$ cat src/rtl/rt_pkg.sv
// rt_pkg: shared types for the frame-buffer scanout path: pixel word, FIFO entry and FSM states.
package rt_pkg;

    localparam int RT_WORD_LEN = 32;

    typedef logic [RT_WORD_LEN-1:0] pixel_t;

    // One FIFO slot: the pixel plus the sidebands that must stay aligned with it.
    typedef struct packed {
        pixel_t data;
        logic   user;
        logic   last;
    } fifo_entry_t;

    typedef enum logic [1:0] {
        IDLE,
        RUN,
        DRAIN
    } scan_state_t;

endpackage

$ cat src/rtl/rt_sync_fifo.sv
// rt_sync_fifo: generic synchronous FIFO with occupancy count and asynchronous active-low reset.
module rt_sync_fifo #(
    parameter  int WIDTH = 8,
    parameter  int DEPTH = 3,
    localparam int CW    = $clog2(DEPTH + 1),
    localparam int PW    = (DEPTH > 1) ? $clog2(DEPTH) : 1
) (
    input  logic             i_clk,
    input  logic             i_rst_n,
    input  logic             i_push,
    input  logic [WIDTH-1:0] i_data,
    input  logic             i_pop,
    output logic [WIDTH-1:0] o_data,
    output logic [CW-1:0]    o_count,
    output logic             o_empty
);

    logic [WIDTH-1:0] r_mem [DEPTH];
    logic [PW-1:0]    r_wrPtr;
    logic [PW-1:0]    r_rdPtr;
    logic [CW-1:0]    r_count;
    logic             w_full;
    logic             w_doPush;
    logic             w_doPop;

    function automatic logic [PW-1:0] nextPtr(input logic [PW-1:0] p);
        return (p == PW'(DEPTH - 1)) ? '0 : p + PW'(1);
    endfunction

    assign w_full   = (r_count == CW'(DEPTH));
    assign o_empty  = (r_count == '0);
    assign w_doPop  = i_pop && !o_empty;
    assign w_doPush = i_push && !w_full;
    assign o_data   = r_mem[r_rdPtr];
    assign o_count  = r_count;

    // Storage is cleared on reset so the head word reads as zero while empty.
    always_ff @(posedge i_clk or negedge i_rst_n) begin
        if (!i_rst_n) begin
            r_wrPtr <= '0;
            r_rdPtr <= '0;
            r_count <= '0;
            for (int i = 0; i < DEPTH; i++) begin
                r_mem[i] <= '0;
            end
        end else begin
            assert (!(i_push && w_full));
            if (w_doPush) begin
                r_mem[r_wrPtr] <= i_data;
                r_wrPtr        <= nextPtr(r_wrPtr);
            end
            if (w_doPop) begin
                r_rdPtr <= nextPtr(r_rdPtr);
            end
            case ({w_doPush, w_doPop})
                2'b10:   r_count <= r_count + CW'(1);
                2'b01:   r_count <= r_count - CW'(1);
                default: r_count <= r_count;
            endcase
        end
    end

endmodule

$ cat src/rtl/fb_scanout.sv
// fb_scanout: walks the pixel RAM in raster order and streams pixels out through a 3-entry FIFO.
// Build macro FB_SCANOUT_TEST_PATTERN_EN adds a test_pattern input that substitutes {y,x} for RAM data.
module fb_scanout
    import rt_pkg::*;
#(
    parameter  int WORD_LEN = RT_WORD_LEN,
    parameter  int H_RES    = 16,
    parameter  int V_RES    = 16,
    localparam int DEPTH    = H_RES * V_RES,
    localparam int ADDR_W   = $clog2(DEPTH)
) (
    input  logic                clk,
    input  logic                rst_n,
    input  logic                start,
`ifdef FB_SCANOUT_TEST_PATTERN_EN
    input  logic                test_pattern,
`endif
    output logic                busy,
    output logic                frame_done,
    output logic                enb,
    output logic [ADDR_W-1:0]   addrb,
    input  logic [WORD_LEN-1:0] dob,
    output logic [WORD_LEN-1:0] m_tdata,
    output logic                m_tvalid,
    input  logic                m_tready,
    output logic                m_tuser,
    output logic                m_tlast
);

    localparam int XW         = $clog2(H_RES);
    localparam int YW         = (V_RES > 1) ? $clog2(V_RES) : 1;
    localparam int FIFO_DEPTH = 3;
    localparam int CW         = $clog2(FIFO_DEPTH + 1);

    scan_state_t       r_state;
    scan_state_t       w_stateNext;
    logic [ADDR_W-1:0] r_rdAddr;
    logic [XW-1:0]     r_x;
    logic [YW-1:0]     r_y;
    logic              r_inflight;
    logic              r_user1;
    logic              r_last1;
    logic              w_enb;
    logic              w_frameDone;
    logic              w_pop;
    logic              w_empty;
    logic              w_xLast;
    logic              w_lastAddr;
    logic [CW-1:0]     w_count;
    logic [2:0]        w_occupancy;
    fifo_entry_t       w_entryIn;
    fifo_entry_t       w_head;

`ifdef FB_SCANOUT_TEST_PATTERN_EN
    logic              r_patMode;
    logic [15:0]       r_pat1;
`endif

    assign w_xLast     = (r_x == XW'(H_RES - 1));
    assign w_lastAddr  = (r_rdAddr == ADDR_W'(DEPTH - 1));
    assign w_occupancy = 3'(w_count) + 3'(r_inflight);
    assign w_pop       = m_tvalid && m_tready;

    always_ff @(posedge clk or negedge rst_n) begin
        if (!rst_n) begin
            r_state <= IDLE;
        end else begin
            r_state <= w_stateNext;
        end
    end

    // A read is only issued when the FIFO can still absorb it after the one already in flight lands.
    always_comb begin
        w_stateNext = r_state;
        w_enb       = 1'b0;
        w_frameDone = 1'b0;
        unique case (r_state)
            IDLE: begin
                if (start) begin
                    w_stateNext = RUN;
                end
            end
            RUN: begin
                w_enb = (w_occupancy < 3'd3);
                if (w_enb && w_lastAddr) begin
                    w_stateNext = DRAIN;
                end
            end
            DRAIN: begin
                w_frameDone = w_pop && (w_count == CW'(1)) && !r_inflight;
                if (w_frameDone) begin
                    w_stateNext = IDLE;
                end
            end
            default: w_stateNext = IDLE;
        endcase
    end

    // Sidebands are captured at issue time and ride alongside the read until dob arrives.
    always_ff @(posedge clk or negedge rst_n) begin
        if (!rst_n) begin
            r_rdAddr   <= '0;
            r_x        <= '0;
            r_y        <= '0;
            r_inflight <= 1'b0;
            r_user1    <= 1'b0;
            r_last1    <= 1'b0;
        end else begin
            r_inflight <= w_enb;
            if (w_enb) begin
                r_user1  <= (r_rdAddr == '0);
                r_last1  <= w_xLast;
                r_rdAddr <= w_lastAddr ? '0 : r_rdAddr + ADDR_W'(1);
                if (w_xLast) begin
                    r_x <= '0;
                    r_y <= (r_y == YW'(V_RES - 1)) ? '0 : r_y + YW'(1);
                end else begin
                    r_x <= r_x + XW'(1);
                end
            end
        end
    end

`ifdef FB_SCANOUT_TEST_PATTERN_EN
    always_ff @(posedge clk or negedge rst_n) begin
        if (!rst_n) begin
            r_patMode <= 1'b0;
            r_pat1    <= '0;
        end else begin
            if (r_state == IDLE && start) begin
                r_patMode <= test_pattern;
            end
            if (w_enb) begin
                r_pat1 <= {8'(r_y), 8'(r_x)};
            end
        end
    end
`endif

    always_comb begin
        w_entryIn.data = pixel_t'(dob);
`ifdef FB_SCANOUT_TEST_PATTERN_EN
        if (r_patMode) begin
            w_entryIn.data = pixel_t'(r_pat1);
        end
`endif
        w_entryIn.user = r_user1;
        w_entryIn.last = r_last1;
    end

    rt_sync_fifo #(
        .WIDTH ($bits(fifo_entry_t)),
        .DEPTH (FIFO_DEPTH)
    ) u_fifo (
        .i_clk   (clk),
        .i_rst_n (rst_n),
        .i_push  (r_inflight),
        .i_data  (w_entryIn),
        .i_pop   (w_pop),
        .o_data  (w_head),
        .o_count (w_count),
        .o_empty (w_empty)
    );

    assign busy       = (r_state != IDLE);
    assign frame_done = w_frameDone;
    assign enb        = w_enb;
    assign addrb      = r_rdAddr;
    assign m_tvalid   = !w_empty;
    assign m_tdata    = WORD_LEN'(w_head.data);
    assign m_tuser    = w_head.user;
    assign m_tlast    = w_head.last;

endmodule

$ cat config.mk
export PLATFORM = sky130hd
export DESIGN_NAME = fb_scanout
export DESIGN_NICKNAME = d
export VERILOG_FILES = /design/src/rtl/rt_pkg.sv /design/src/rtl/rt_sync_fifo.sv /design/src/rtl/fb_scanout.sv
export SDC_FILE = /design/constraint.sdc
export NUM_CORES = 1
export LEC_CHECK = 0
export CELL_PAD_IN_SITES_DETAIL_PLACEMENT = 2
export CELL_PAD_IN_SITES_GLOBAL_PLACEMENT = 2
export CORE_AREA = 3 3 141 130
export CTS_CLUSTER_SIZE = 14
export DETAILED_ROUTE_END_ITERATION = 7
export DIE_AREA = 0 0 144 133
export PLACE_DENSITY = 0.83
export SLEW_MARGIN = 15
export SYNTH_ARGS = -nofsm -noshare
export SYNTH_HDL_FRONTEND = slang
export SYNTH_HIERARCHICAL = 1
export SYNTH_SLANG_ARGS = --single-unit
export TNS_END_PERCENT = 5
$ cat constraint.sdc
create_clock -name clk -period 1.9 [get_ports clk]
set_input_delay 0.38 -clock clk [delete_from_list [all_inputs] [get_ports clk]]
set_output_delay 0.38 -clock clk [all_outputs]
set_load 0.05 [all_outputs]
---- After elaboration in Yosys (flattened, before gate mapping) ----
Index checks and enable logic that the tools add are counted.
operators by class
  add/sub/neg operators ................... 7
  reduce and logical (&&, ||, !) cells .... 16
  bitwise operators ....................... 2
  equal/unequal tests ..................... 13
  $lt $le $gt $ge ......................... 4
  mux-type cells .......................... 17
operators by type and width
  operator                                                               count
  102-bit bitwise mux                                                    1
  34-bit 2-to-1 mux                                                      3
  34-bit binary-select mux with 2-bit select                             1
  34-bit demux with 2-bit select                                         1
  2-bit equality test, second input constant                             5
  2-bit 2-to-1 mux                                                       5
  8-bit by 1-bit adder with 8-bit output, second input constant          1
  8-bit equality test, second input constant                             1
  8-bit zero test                                                        1
  8-bit 2-to-1 mux                                                       1
  1-bit logical AND                                                      7
  2-bit by 1-bit adder with 2-bit output, second input constant          3
  2-bit by 1-bit equality test with 1-bit output, second input constant  3
  3-bit >= comparator, second input constant                             2
  2-bit != test, second input constant                                   3
  2-bit inverter with 3-bit output                                       2
  2-bit case mux with 3 select lines                                     1
  4-bit by 1-bit adder with 4-bit output, second input constant          1
  4-bit equality test, second input constant                             1
  2-bit zero test                                                        2
  4-bit 2-to-1 mux                                                       1
  2-bit case mux with 2 select lines                                     1
  2-bit nonzero test                                                     2
  2-bit by 1-bit adder with 3-bit output                                 1
  6 further kinds                                                        9
storage, ports and cells
  bits of input ports ..................... 36
  output and inout bits ................... 46
  register bits after elaboration ......... 125

---- Logic depth before layout (Yosys ltp) ----
Gate-level depths: netlist of run 1.
  depth after elaboration ................. 7
  depth in mapped cells ................... 8
  mapped depth without buffers ............ 8

---- Cells and area by module ----
The synthesis of run 1 kept the hierarchy.
by module, submodules not included
  module        sequential area each (µm²)  cells an instance  times used  area an instance (µm²)
  rt_sync_fifo  2702.6                      355                1           4852.2
  fb_scanout    425.4                       82                 1           879.6

---- Worst setup path after synthesis of run 1 ----
No wires, ideal clock.
  kind .................................... reg-to-output
  start point ............................. register u_fifo.r_rdPtr[1]
  end point ............................... output port m_tdata[0]
  stages on the path, launching flop included .. 5
  slack ................................... -703 ps
  arrival ................................. 2223 ps
  cells stage by stage .................... dfrtp_1 > buf_2 > buf_1 > mux2i_1 > o21ai_0
on the way
  cells in the longest elaborated chain, start to end .. 4
RTL lines
  item                                                    RTL line            source
  start: declaration                                      rt_sync_fifo.sv:20  logic [PW-1:0] r_rdPtr;
  start signal: assignment                                rt_sync_fifo.sv:53  r_rdPtr <= nextPtr(r_rdPtr);
  2-bit inverter with 3-bit output (not written as such)  rt_sync_fifo.sv:34  assign o_data = r_mem[r_rdPtr];
  34-bit binary-select mux with 2-bit select              rt_sync_fifo.sv:34
  34-bit 2-to-1 mux (not written as such) (2 in a row)    rt_sync_fifo.sv:34
  end: declaration                                        fb_scanout.sv:23    output logic [WORD_LEN-1:0] m_tdata,
Every way passes these cells. The select of a mux whose other input is x is not followed.

---- Worst setup path in the final report of run 1 ----
  start point ............................. register u_fifo.r_rdPtr[1]
  end point ............................... output port m_tdata[23]
Same word-level chain as after synthesis.

==> flow_summary.yaml, run 1 <==
min_path:
  timing.hold.worst.class: "in2async"
finish:
  combined_flip_flop_and_latch_cell_area_sq_mm: 0.00313
  antennaDiodeCount: 0
  multi_input_area_sq_mm: 0.00290
  n_fill_cell: 1549
  post_route_cells_drive_above_1_share_pct: 56.8
  syn_to_final_growth_pct: 52.8
  instances_no_fill: 792
  finalCoreUtilization_pct: 52.0
  nNetsFinal: 610
sta:
  finalWorstSetupSlack_ns: -0.252
  timing_max_transition_violations_final: 0
  max_freq_mhz: 465
  rsz0062_at_grt: "true"
  fin_worst_skew_ns: 0.0140
  hold_slack_ns: 0.406
  headroom_to_the_max_slew_limit_pct: 75.7
  period_needed_ns: 2.15
  tightestPinTransition_ns: 0.364
  finalCritPeriodShare_pct: 113
  setup_violations: 57
  final_hold_viol_count: 0
critical_path:
  crit_path_end_kind: "output port"
  cp_max_fo: 8
  setup.worst_path.start_class: "flip-flop"
  cp_data_arrival_time_ns: 1.77
  cp_cell_sequence: "buf_6 > buf_12 > mux2i_4 > o21ai_2 > buf_6 > buf_12"
  criticalPathCategory: "reg2out"
  critical_path.top_delay_family: "buffers and inverters"
  worst-r2r-cell-count: 7
  critical-path-slowest-cell: "dfrtp_2"
  path_buf_inv: 4
  worstPathRequired_ns: 1.52
  path_depth: 6
  slowest_delay_ns: 0.46
clock_network:
  worst_skew_pair.late_latency_ns: 0.43
  cts-htree-levels: 4
  cts.path.max_buffers: 2
  tritoncts: "yes"
  cts.reportedPaths.clkPinSlew_ns: 0.06
  ctsRootBufferMaster: "clkbuf_16"
  cts_buffers: 17
  numClockSinks: 125
die:
  die_area_sq_mm: 0.0192
  core_area_sq_mm: 0.0168
  initial_core_util_pct: 34.0
  die_h_um: 133
  rows: 45
  io_pins: 82
  dieWidth_um: 144
route:
  vias: 4066
  drt_drc_violations_left: 0
  routed_length_per_instance_um: 23.3
  viasPerCell: 5.13
  detailedRoute.firstIterationViolations: 122
  routed_wirelength_um: 18500
  drt.antenna.violating_nets: 0
  drt_pre_antenna_iters: 4
placement:
  port-buffer-count: 81
  dpl.hpwl_um: 11000
  placed_cells: 733
  gpl.final_weighted_congestion: 0.729
  place_worst_setup_slack_ns: -0.123
synthesis:
  synth_seq_area_share_pct: 54.6
  synthCells: 437
  syn-num-nets: 479
  yosys_register_bits: 125
  yosysWarnings: 6
  synth_cell_types: 40
  average_instance_area_after_synthesis_sq_um: 13.1
  async_flop_share_pct: 100
  synth-main-ff-cell: "dfrtp_1"
  netlist_area_sq_mm: 0.00573
  synth_enable_flop_cells: 0
run_status:
  outcome: "finished, violations left"
  violations_in_the_final_reports: "negative setup slack"
global_routing:
  grt.overflow.total: 0
  first_global_vias: 4922
  number_of_antenna_violations_at_the_first_check_in_global_routing: 0
  grt_pass1_wl_um: 28800
  global_route.usage.total_pct: 20.0
  grt_start_max_net_pins: 64
job:
  drv_cap: 0
[path summary, 6_finish.rpt]
| kind | slack [ns] | start | to |
|---|---|---|---|
| max | -0.25 | u_fifo/r_rdPtr[1] | m_tdata[23] |
| max reg2reg | -0.03 | u_fifo/o_count[0] | u_fifo/r_mem[80] |
| max in group asynchronous | 0.85 | rst_n | u_fifo/r_mem[90] |
| min | 0.41 | rst_n | u_fifo/r_mem[66] |
| min in group clk | 0.51 | u_fifo/r_mem[60] | u_fifo/r_mem[60] |
| min reg2reg | 0.51 | u_fifo/r_mem[60] | u_fifo/r_mem[60] |
[state kept, by name (all words and copies together) (netlist names)]
signal and flops:
u_fifo/r_wrPtr 2, r_x 4, u_fifo/r_mem 102, r_state 2, addrb 8, r_inflight 1, r_last1 1, u_fifo/r_rdPtr 2
r_user1 1, u_fifo/o_count 2
[placed cells by master, fill, tap and decap left out, drive strengths merged, types with 6 or more instances in the layout]
master         synthesis  routed
clkinv                 0       8
nand2                 44      44
mux2                 105     105
ha                     6       6
buf                   16     101
clkbuf                 8      18
dfrtp                125     125
mux2i                 34      34
inv                    8       8
clkdlybuf4s50          0      34
o21ai                 40      40
[area by class of cell]
type | instances | share of cell area, %
Clock inverter | 14 | 1.40
Multi-Input combinational cell | 280 | 33.1
Sequential cell | 125 | 35.7
Clock buffer | 18 | 5.01
Timing Repair Buffer | 136 | 21.4
Tap cell | 211 | 3.01
Inverter | 8 | 0.343
[cell families (layout without fill, tap and decap cells)]
kind of cell	after synthesis	count (layout)	synth area share (%)
AND/OR/NAND/NOR	75	75	6.42
AO/OA/AOI/OAI	53	53	5.37
flip-flops	125	125	54.6
XOR/XNOR	7	7	1.07
multiplexers	139	139	28.5
buffers and inverters	32	176	2.79
adder cells (fa/ha/maj)	6	6	1.31
[repair_timing]
action / in CTS / in global routing
setup buffers: 22 / 2
endpoints found under the setup margin: 76 / 77
hold buffers: 1 / 0
cloned: 5 / 0
resized for setup: 63 / 48
endpoints found under the hold margin: 18 / 0
pin swaps: 9 / 4
[stage by stage]
stage          setup TNS, ns  cell area (sq um)
2_1_floorplan          -4.70               5810
3_3_place_gp          -0.117               7420
3_5_place_dp          -0.836               7420
4_1_cts                -7.12               8530
5_1_grt               -11.28               8760
6_report               -7.01               8760
[routing by layer]
metal / vias up / global-route usage (%) / wire (um) / part of all wire, %
li1: 1829 / - / - / -
met4: 0 / 5.33 / 181 / 0.98
met3: 13 / 4.63 / 577 / 3.1
met1: 2140 / 24.1 / 7910 / 43
met2: 84 / 35.6 / 9820 / 53
met5: - / 0 / 0 / 0
[cells in the mapped netlist (4+ instances only)]
| cell type | number | area share, % |
|---|---|---|
| dfrtp_1 | 125 | 55 |
| mux2_2 | 76 | 15 |
| nand2_1 | 44 | 2.9 |
| o21ai_0 | 40 | 3.5 |
| mux2i_1 | 34 | 5.9 |
| mux2_4 | 29 | 7.6 |
| buf_2 | 8 | 0.70 |
| clkbuf_1 | 8 | 0.52 |
| inv_1 | 7 | 0.46 |
| ha_1 | 6 | 1.3 |
| nand3_1 | 5 | 0.44 |
| nor2_1 | 5 | 0.33 |
| xnor2_1 | 5 | 0.76 |
| nor3_1 | 4 | 0.35 |
Power of run 1 is left out: the tool's default activity adds up to more than one toggle a clock period on the data nets, which glitch-free logic cannot reach.
==> run 2, diff against run 1 <==
--- a/config.mk
+++ b/config.mk
@@ -7,10 +7,10 @@
 export LEC_CHECK = 0
 export CELL_PAD_IN_SITES_DETAIL_PLACEMENT = 2
 export CELL_PAD_IN_SITES_GLOBAL_PLACEMENT = 2
-export CORE_AREA = 3 3 141 130
+export CORE_AREA = 2 2 140 129
 export CTS_CLUSTER_SIZE = 14
 export DETAILED_ROUTE_END_ITERATION = 7
-export DIE_AREA = 0 0 144 133
+export DIE_AREA = 0 0 142 131
 export PLACE_DENSITY = 0.83
 export SLEW_MARGIN = 15
 export SYNTH_ARGS = -nofsm -noshare
==> run 2 against run 1 <==
Effect of this change: the flow still finishes with violations (negative setup slack); global-route usage decreased by 0.88 points; register-to-register slack got worse by 0.12 ns; critical endpoint is now enb; clock skew decreased by 0.0085 ns.
==> flow_summary.yaml, run 2 (same netlist as run 1, synthesis figures left out) <==
critical_path:
  cp_data_arrival_time_ns: 1.72
  cp_cell_sequence: "ha_2 > ha_4 > nand2_2 > and4bb_4 > buf_12"
  worstPathRequired_ns: 1.52
  path_buf_inv: 1
  critical-path-slowest-cell: "dfrtp_1"
  setup.worst_path.start_class: "flip-flop"
  critical_path.top_delay_family: "adder cells"
  criticalPathCategory: "reg2out"
  slowest_delay_ns: 0.40
  cp_max_fo: 2
  crit_path_end_kind: "output port"
finish:
  antennaDiodeCount: 0
  syn_to_final_growth_pct: 46.0
  nNetsFinal: 602
  largest_reg_flops: 102
  mostFrequentLayoutCell: "dfrtp_1"
  post_route_cells_drive_above_1_share_pct: 50.3
  largest-register: "u_fifo/r_mem"
  layout.cells.most_common_list: "121 x dfrtp_1, 76 x mux2_2, 47 x buf_12, 39 x buf_4, 38 x nand2_1"
placement:
  port-buffer-count: 81
  dpl.hpwl_um: 10600
  gpl.final_weighted_congestion: 0.765
sta:
  finalWorstSetupSlack_ns: -0.197
  hold_slack_ns: 0.432
  setup_violations: 39
  max_freq_mhz: 477
  headroom_to_the_max_slew_limit_pct: 74.5
  tightestPinTransition_ns: 0.383
  finalCritPeriodShare_pct: 110
  final_hold_viol_count: 0
  rsz0062_at_grt: "true"
  fin_worst_skew_ns: 0.00546
  timing_max_transition_violations_final: 0
  period_needed_ns: 2.10
clock_network:
  cts_buffers: 17
  worst_skew_pair.late_latency_ns: 0.42
  cts.path.max_buffers: 2
  cts-htree-levels: 4
  numClockSinks: 125
  tritoncts: "yes"
  ctsRootBufferMaster: "clkbuf_16"
  cts.reportedPaths.clkPinSlew_ns: 0.05
min_path:
  timing.hold.worst.class: "in2async"
route:
  detailedRoute.firstIterationViolations: 109
  drt_pre_antenna_iters: 4
  viasPerCell: 5.09
  routed_length_per_instance_um: 21.4
  drt.antenna.violating_nets: 0
  routed_wirelength_um: 16900
  vias: 4014
  drt_drc_violations_left: 0
run_status:
  violations_in_the_final_reports: "negative setup slack"
  outcome: "finished, violations left"
die:
  rows: 46
  initial_core_util_pct: 33.3
  dieWidth_um: 142
  die_h_um: 131
  die_area_sq_mm: 0.0186
  core_area_sq_mm: 0.0172
  io_pins: 82
global_routing:
  grt.overflow.total: 0
  grt_pass1_wl_um: 26600
  grt_start_max_net_pins: 47
  global_route.usage.total_pct: 19.1
  first_global_vias: 4681
  number_of_antenna_violations_at_the_first_check_in_global_routing: 0
job:
  drv_cap: 0
[run 2: final timing paths]
path	startpoint	to	slack, ns	cells past startpoint
setup / recovery	r_inflight	enb	-0.20	5
hold / removal	rst_n	u_fifo/r_mem[42]	0.43	2
setup reg to reg	r_inflight	addrb[7]	-0.15	9
hold reg to reg	u_fifo/r_mem[76]	u_fifo/r_mem[76]	0.51	1
max in group asynchronous	rst_n	u_fifo/r_mem[64]	0.84	3
min in group clk	u_fifo/r_mem[76]	u_fifo/r_mem[76]	0.51	1
[run 2: final cells by class]
type,instances,area [sq um]
fill,1632,8840
sequential,125,3130
multi-input combinational,280,2670
timing repair buffer,128,1690
clock buffer,24,462
tap,216,270
clock inverter,8,115
inverter,8,30.0
[run 2: routing by layer]
metal	share of wire (%)	track usage (%)	up-vias
li1	-	-	1800
met1	41	22.5	2119
met2	54	35.0	76
met3	3.1	3.75	19
met4	1.5	6.76	0
met5	0	0	-
[run 2: per-stage QoR]
stage          utilization (%)  std cells  TNS [ns]  cell area (sq um)  setup slack [ns]
4_1_cts                   47.9        782     -6.52               8240            -0.223
5_1_grt                   48.6        789     -7.89               8370            -0.264
2_1_floorplan                -        437     -4.70               5810            -0.279
6_report                  48.6        789     -5.12               8370            -0.197
3_5_place_dp              43.4        741    -0.238               7460           -0.0783
3_3_place_gp              43.4        741  -0.00695               7460          -0.00695
[run 2: timing repair]
item | in CTS | in global routing
cloned | 1 | 0
setup buffers | 7 | 7
hold buffers | 1 | 0
hold endpoints to repair | 24 | 0
endpoints found under the setup margin | 48 | 47
gates resized for setup | 29 | 20
pin swaps | 4 | 6
Power of run 2 is left out for the same reason.
==> run 3, diff against run 2 <==
--- a/config.mk
+++ b/config.mk
@@ -5,6 +5,7 @@
 export SDC_FILE = /design/constraint.sdc
 export NUM_CORES = 1
 export LEC_CHECK = 0
+export ABC_CLOCK_PERIOD_IN_PS = 1900
 export CELL_PAD_IN_SITES_DETAIL_PLACEMENT = 2
 export CELL_PAD_IN_SITES_GLOBAL_PLACEMENT = 2
 export CORE_AREA = 2 2 140 129
==> results of run 3 <==
The final DEF is identical to that of run 2; final timing and power are the same.
Power of run 3 is left out for the same reason.
